===== config.mk =====
export PLATFORM = sky130hd
export DESIGN_NAME = muldiv_sequencer_flat
export DESIGN_NICKNAME = d
export VERILOG_FILES = /design/src/rtl/muldiv_sequencer_if.sv /design/src/rtl/muldiv_sequencer.sv /design/src/flat_wrapper.sv
export SDC_FILE = /design/constraint.sdc
export NUM_CORES = 1
export LEC_CHECK = 0
export CAP_MARGIN = 30
export CORE_MARGIN = 2
export CORE_UTILIZATION = 40
export CTS_CLUSTER_DIAMETER = 40
export DETAILED_ROUTE_END_ITERATION = 6
export GPL_TIMING_DRIVEN = 0
export PLACE_DENSITY = 0.71
export REMOVE_ABC_BUFFERS = 1
export SYNTH_ARGS = -nofsm -noshare
export SYNTH_HDL_FRONTEND = slang
export SYNTH_SLANG_ARGS = --single-unit
export TNS_END_PERCENT = 1

===== constraint.sdc =====
create_clock -name clk -period 5.1 [get_ports clk]
set_input_delay 0.51 -clock clk [delete_from_list [all_inputs] [get_ports clk]]
set_output_delay 0.51 -clock clk [all_outputs]
set_load 0.05 [all_outputs]

===== src/rtl/muldiv_sequencer_if.sv =====
// rtl/muldiv_sequencer_if.sv - request/result bundle between core and muldiv_sequencer
interface muldiv_sequencer_if #(
    parameter int WIDTH = 32
) ();
    logic             start;
    logic [1:0]       op;
    logic [WIDTH-1:0] a;
    logic [WIDTH-1:0] b;
    logic             flush;
    logic             wr_hi;
    logic             wr_lo;
    logic [WIDTH-1:0] wdata;
    logic             busy;
    logic             done;
    logic             div_zero;
    logic [WIDTH-1:0] hi;
    logic [WIDTH-1:0] lo;

    // Core side: issues operations, MTHI/MTLO and flushes; reads status and HI/LO.
    modport master (
        output start, op, a, b, flush, wr_hi, wr_lo, wdata,
        input  busy, done, div_zero, hi, lo
    );

    // Unit side.
    modport slave (
        input  start, op, a, b, flush, wr_hi, wr_lo, wdata,
        output busy, done, div_zero, hi, lo
    );
endinterface


===== src/rtl/muldiv_sequencer.sv =====
// rtl/muldiv_sequencer.sv - iterative shift-add multiply / restoring divide with HI/LO pair
module muldiv_sequencer #(
    parameter int WIDTH = 32
) (
    input  logic               clk,
    input  logic               rst_b,
    muldiv_sequencer_if.slave  bus
);
    localparam int CW = $clog2(WIDTH + 1);

    localparam logic [1:0] S_IDLE = 2'd0;
    localparam logic [1:0] S_ITER = 2'd1;
    localparam logic [1:0] S_FIX  = 2'd2;
    localparam logic [1:0] S_DONE = 2'd3;

    logic [1:0]         state;
    logic [CW-1:0]      count;
    logic [1:0]         op_q;
    logic [WIDTH-1:0]   opnd;        // |multiplicand| or |divisor|
    logic [2*WIDTH-1:0] acc;         // mult: {upper, multiplier}; div: {remainder, quotient}
    logic               res_neg;
    logic               rem_neg;
    logic               dz_q;        // divide by zero pending, resolves on first ITER edge
    logic               div_zero_q;
    logic [WIDTH-1:0]   hi_q;
    logic [WIDTH-1:0]   lo_q;

    logic               idle_like;
    logic               accept;
    logic               in_div;
    logic               a_neg;
    logic               b_neg;
    logic [WIDTH-1:0]   a_mag;
    logic [WIDTH-1:0]   b_mag;
    logic               b_zero;
    logic [WIDTH:0]     mul_sum;
    logic [2*WIDTH-1:0] mul_next;
    logic [WIDTH:0]     rem_sh;
    logic [WIDTH:0]     trial;
    logic [2*WIDTH-1:0] div_next;
    logic [2*WIDTH-1:0] prod_fix;
    logic [WIDTH-1:0]   quo_fix;
    logic [WIDTH-1:0]   rem_fix;

    // Operand conditioning, one iteration step for each op, and the sign fix-up values.
    always_comb begin
        idle_like = (state == S_IDLE) || (state == S_DONE);
        accept    = bus.start && idle_like && !bus.flush;
        in_div    = bus.op[1];
        a_neg     = !bus.op[0] && bus.a[WIDTH-1];
        b_neg     = !bus.op[0] && bus.b[WIDTH-1];
        a_mag     = a_neg ? (~bus.a + 1'b1) : bus.a;
        b_mag     = b_neg ? (~bus.b + 1'b1) : bus.b;
        b_zero    = (bus.b == '0);

        mul_sum   = {1'b0, acc[2*WIDTH-1:WIDTH]} + (acc[0] ? {1'b0, opnd} : {(WIDTH+1){1'b0}});
        mul_next  = {mul_sum, acc[WIDTH-1:1]};

        // Remainder stays below the divisor, so the shifted value fits WIDTH+1 bits
        // and trial[WIDTH] is a clean borrow indicator.
        rem_sh    = {acc[2*WIDTH-1:WIDTH], acc[WIDTH-1]};
        trial     = rem_sh - {1'b0, opnd};
        if (!trial[WIDTH]) begin
            div_next = {trial[WIDTH-1:0], acc[WIDTH-2:0], 1'b1};
        end else begin
            div_next = {rem_sh[WIDTH-1:0], acc[WIDTH-2:0], 1'b0};
        end

        prod_fix  = res_neg ? (~acc + 1'b1) : acc;
        quo_fix   = res_neg ? (~acc[WIDTH-1:0] + 1'b1) : acc[WIDTH-1:0];
        rem_fix   = rem_neg ? (~acc[2*WIDTH-1:WIDTH] + 1'b1) : acc[2*WIDTH-1:WIDTH];
    end

    // Sequencer: IDLE/DONE accept, WIDTH iterations, one fix-up cycle, one done cycle.
    always_ff @(posedge clk or negedge rst_b) begin
        if (!rst_b) begin
            state <= S_IDLE;
            count <= '0;
        end else begin
            case (state)
                S_IDLE, S_DONE: begin
                    if (bus.flush) begin
                        state <= S_IDLE;
                    end else if (bus.start) begin
                        state <= S_ITER;
                        count <= CW'(WIDTH);
                    end else begin
                        state <= S_IDLE;
                    end
                end
                S_ITER: begin
                    if (bus.flush) begin
                        state <= S_IDLE;
                        count <= '0;
                    end else if (dz_q) begin
                        state <= S_DONE;
                        count <= '0;
                    end else begin
                        count <= count - 1'b1;
                        if (count == CW'(1)) begin
                            state <= S_FIX;
                        end
                    end
                end
                default: begin
                    state <= bus.flush ? S_IDLE : S_DONE;
                end
            endcase
        end
    end

    // Operand latch on accept and accumulator stepping during ITER.
    always_ff @(posedge clk or negedge rst_b) begin
        if (!rst_b) begin
            op_q    <= '0;
            opnd    <= '0;
            acc     <= '0;
            res_neg <= 1'b0;
            rem_neg <= 1'b0;
            dz_q    <= 1'b0;
        end else if (accept) begin
            op_q    <= bus.op;
            res_neg <= a_neg ^ b_neg;
            rem_neg <= in_div && a_neg;
            dz_q    <= in_div && b_zero;
            opnd    <= in_div ? b_mag : a_mag;
            // Divide by zero keeps the raw dividend so HI can return it untouched.
            if (in_div) begin
                acc <= {{WIDTH{1'b0}}, (b_zero ? bus.a : a_mag)};
            end else begin
                acc <= {{WIDTH{1'b0}}, b_mag};
            end
        end else if (state == S_ITER && !dz_q) begin
            acc <= op_q[1] ? div_next : mul_next;
        end
    end

    // HI/LO and div_zero: results on FIX or divide-by-zero, MTHI/MTLO only when not busy.
    always_ff @(posedge clk or negedge rst_b) begin
        if (!rst_b) begin
            hi_q       <= '0;
            lo_q       <= '0;
            div_zero_q <= 1'b0;
        end else if (state == S_FIX) begin
            if (!bus.flush) begin
                if (op_q[1]) begin
                    hi_q <= rem_fix;
                    lo_q <= quo_fix;
                end else begin
                    {hi_q, lo_q} <= prod_fix;
                end
            end
        end else if (state == S_ITER) begin
            if (dz_q && !bus.flush) begin
                hi_q       <= acc[WIDTH-1:0];
                lo_q       <= '1;
                div_zero_q <= 1'b1;
            end
        end else begin
            if (bus.wr_hi) begin
                hi_q <= bus.wdata;
            end
            if (bus.wr_lo) begin
                lo_q <= bus.wdata;
            end
            if (accept) begin
                div_zero_q <= 1'b0;
            end
        end
    end

    assign bus.busy     = (state == S_ITER) || (state == S_FIX);
    assign bus.done     = (state == S_DONE);
    assign bus.div_zero = div_zero_q;
    assign bus.hi       = hi_q;
    assign bus.lo       = lo_q;
endmodule

===== src/flat_wrapper.sv =====
// flat-port wrapper written by rule: the top's interface ports become plain ports
module muldiv_sequencer_flat 
#(
    parameter int WIDTH = 32
)
  (clk, rst_b, bus_start, bus_op, bus_a, bus_b, bus_flush, bus_wr_hi, bus_wr_lo, bus_wdata, bus_busy, bus_done, bus_div_zero, bus_hi, bus_lo);
  muldiv_sequencer_if #(.WIDTH(WIDTH)) bus_i ();
  input  logic clk;
  input  logic rst_b;
  input wire logic [$bits(bus_i.start)-1:0] bus_start;
  input wire logic [$bits(bus_i.op)-1:0] bus_op;
  input wire logic [$bits(bus_i.a)-1:0] bus_a;
  input wire logic [$bits(bus_i.b)-1:0] bus_b;
  input wire logic [$bits(bus_i.flush)-1:0] bus_flush;
  input wire logic [$bits(bus_i.wr_hi)-1:0] bus_wr_hi;
  input wire logic [$bits(bus_i.wr_lo)-1:0] bus_wr_lo;
  input wire logic [$bits(bus_i.wdata)-1:0] bus_wdata;
  output wire logic [$bits(bus_i.busy)-1:0] bus_busy;
  output wire logic [$bits(bus_i.done)-1:0] bus_done;
  output wire logic [$bits(bus_i.div_zero)-1:0] bus_div_zero;
  output wire logic [$bits(bus_i.hi)-1:0] bus_hi;
  output wire logic [$bits(bus_i.lo)-1:0] bus_lo;
  assign bus_i.start = bus_start;
  assign bus_i.op = bus_op;
  assign bus_i.a = bus_a;
  assign bus_i.b = bus_b;
  assign bus_i.flush = bus_flush;
  assign bus_i.wr_hi = bus_wr_hi;
  assign bus_i.wr_lo = bus_wr_lo;
  assign bus_i.wdata = bus_wdata;
  assign bus_busy = bus_i.busy;
  assign bus_done = bus_i.done;
  assign bus_div_zero = bus_i.div_zero;
  assign bus_hi = bus_i.hi;
  assign bus_lo = bus_i.lo;
  muldiv_sequencer #(.WIDTH(WIDTH)) u_core (.clk(clk), .rst_b(rst_b), .bus(bus_i));
endmodule

==> results.md <==
* Storage element area at 0.00433 mm²
* Ys Warns at 0
* Final WL at 56800 µm
* Residual DRC at 4
* Number of nets in the layout at ~2.3k
* First-pass GRT wire length at 88200 µm
* Slew at the pin closest to its max-slew limit at 1100 ps
* PD cells at 720 mW/mm²
* # setup viols final at 0
* Total of max-cap violations at 0
* Initial detailed-routing violation count at 1473
* Avg WL per Cell at 21.4 µm
* Crit end category: register
* Avg Vias per Cell at 6.12
* Die span in y at ~200 µm
* Crit path arrival time at 4610 ps
* Router iterations before antenna repair at 7
* Fill cell count at 3769
* Worst EP required at between 5000 and 6000 ps
* Mapped cell area at 0.0158 mm²
* Pint at 6.30 mW
* Leak at approximately 7.7 nW
* Cts-stage hold buffer count at 0
* Part of the power in registers at 21.4%
* Total grt overflow at 0
* Max-slew headroom at between 20% and 30%
* Async S/R FF share, synth at 100%
* NetSw at about 7 mW
* CP Max Fanout at 29
* Initial Util at 40.7%
* Longest Clk Path Bufs at 2
* DIE AREA at 0.0411 mm²
* Core area at 0.0388 mm²
* H-Tree Depth at 4
* Largest net degree at the start of global routing at between 90 and 100
* Gpl congestion at 0.981
* Clk network pwr share at 10.1%
* Predominant post-synthesis flop cell: dfrtp_1
* Post-CTS Setup Repair Bufs at 0
* RSZ-0062 raised after global routing: no
* Placed cells at 2613
* Worst Setup SP: u_core.acc[31]
* Sequential share of the synthesized area at 27.4%
* CP Class: register to register
* FMAX at 0.234 GHz
* Diodes inserted at 0
* DR vias at between 15k and 20k
* Switching share of power at 53.0%
* CTS tree: yes
* Root buf cell: clkbuf_16
* Hold WC Path Type: input pin to async pin
* Logic pwr share at 68.4%
* Post-Syn Area per Cell at a little under 8 µm²
* Synthesis-to-layout area growth at 17.8%
* Worst reg-to-reg setup slack at 830 ps
* Post-synthesis cell count at 2031
* Post-DP HPWL at 43100 µm
* PortBufs at 170
* Crit Reg-Reg Startpoint: u_core.acc[31]
* Initial antenna violation count at 0
* Layout cells sized above 1 at 4.93%
* Vias in the first global route at 15.1k
* Failing checks: DRC
* Final Util at 47.9%
* TritonCTS buffer count at 17
* Post-CTS sizing at 0
* Maximum VDD drop at 0.388 mV
* GRT Total Usage at 27.3%
* Non-filler instance count after layout at between 2k and 3k
* Fin crit period at about 4300 ps
* Final TNS setup at 0 ps
* Die width at 203 µm
* Clock-pin slew of the registers on the worst-case setup and hold paths at 70 ps
* Final period util at 83.7%
* Antenna-violating nets left at 0
* CP Launch Type: register
* Final Skew at 11.8 ps
* Final hold violation count at 0
* Hold slack at approximately 86 ps
* Outcome: finished, violations left
* Std-Cell Rows at 72
* # IOs at 171
* Number of enable flip-flop cells after synthesis at 0
* Multi-input logic area at 0.0107 mm²
* Synthesized flop and latch total at 173
* Clk_lat worst skew at 450 ps
* Synth cell types at 86
* Final Max Tran Viols at 0
* Clock Sinks at roughly 170
[sequential cells by signal, summed over array words and instances, names as in the netlist]
signal,count
u_core.dz_q,1
u_core.bus.hi,32
u_core.rem_neg,1
u_core.opnd,32
u_core.op_q,1
u_core.state,2
u_core.acc,64
u_core.res_neg,1
u_core.bus.lo,32
u_core.bus.div_zero,1
u_core.count,6
[through the flow]
stage,worst slack (ps),instance area (µm²),power [mW]
finish,829,18600,13.4
global route,625,18600,14.3
CTS,382,18600,13.2
detailed placement,405,18000,11.8
global placement,-4080,17600,11.5
floorplan,518,15200,8.97
[power groups by stage]
stage	clock, mW	combinational (mW)	sequential (mW)
finish	1.36	9.16	2.87
global route	1.42	9.95	2.96
CTS	1.36	9.04	2.84
detailed placement	0	8.99	2.86
global placement	0	8.56	2.92
floorplan	0	5.43	3.53
[logic make-up (layout without fill, tap and decap cells)]
| logic type | after synthesis | after routing | share of synthesized area (%) |
|---|---|---|---|
| AND/OR/NAND/NOR | 623 | 623 | 18.3 |
| flip-flops | 173 | 173 | 27.4 |
| adder cells (fa/ha/maj) | 75 | 75 | 6.04 |
| XOR/XNOR | 190 | 190 | 10.5 |
| AO/OA/AOI/OAI | 697 | 697 | 27.4 |
| multiplexers | 76 | 76 | 4.89 |
| buffers and inverters | 197 | 295 | 5.45 |
[metal layers]
| layer | vias up | wire length [µm] | global-route usage [%] |
|---|---|---|---|
| met4 | 0 | 1680 | 8.45 |
| met3 | 107 | 4600 | 4.64 |
| met2 | 811 | 25400 | 42.8 |
| met5 | - | 0 | 0 |
| met1 | 7760 | 25100 | 38.4 |
| li1 | 7517 | - | - |
[layout by cell type (no fill, tap or decap), types with 10 or more instances in the layout]
master	Yosys	routed
ha_1	73	72
inv_1	72	71
nor4_1	21	21
a21o_1	39	39
nand3_1	21	21
o22ai_1	35	35
a21oi_1	186	184
dfrtp_1	173	172
clkdlybuf4s50_1	0	168
o21ai_0	208	208
o221ai_1	18	18
nor3_1	38	38
o21bai_1	10	10
nor2_1	210	204
a211oi_1	32	32
o41ai_1	11	11
or3_1	19	19
clkbuf_16	0	17
nor2b_1	22	21
nand2_1	198	198
xor2_1	79	79
a2111oi_0	15	15
or4_1	11	11
a31oi_1	21	21
o31ai_1	31	31
xnor2_1	111	111
o211ai_1	17	17
nand2b_1	22	22
mux2i_1	67	67
[final timing paths]
check / end / cells after the start
worst max-delay path: u_core.acc[55] / 13
worst min-delay path: u_core.bus.hi[8] / 1
worst max register to register: u_core.acc[55] / 13
worst min register to register: u_core.bus.hi[6] / 2
max in group asynchronous: u_core.op_q[1] / 2
min in group clk: u_core.bus.hi[6] / 2
[cell usage after synthesis, types with 39 or more instances]
cell / number / share of area, %
mux2i_1: 67 / 4.2
dfrtp_1: 173 / 27
inv_1: 72 / 1.7
ha_1: 73 / 5.8
clkbuf_1: 101 / 2.4
a21oi_1: 186 / 5.9
o21ai_0: 208 / 6.6
xnor2_1: 111 / 6.2
xor2_1: 79 / 4.4
nor2_1: 210 / 5.0
nand2_1: 198 / 4.7
a21o_1: 39 / 1.9
[critical path, cell delays in order, from the launching register on]
cell,delay [ps]
dfrtp_1,500
inv_1,170
ha_1,270
fa_1,420
nand2b_1,190
a21o_1,220
a31o_2,250
a211oi_1,580
o31ai_1,330
nor2_4,350
buf_12,260
mux2_2,360
o21ai_0,160
nor3_1,80
[area by class of cell]
cell class	count	share of cell area, %
multi-input combinational	1661	57.4
timing repair buffer	191	11.3
clock inverter	10	0.619
tap	518	3.48
clock buffer	22	2.50
sequential	173	23.3
inverter	72	1.45
Note: power is estimated with default switching activity, not from simulation.
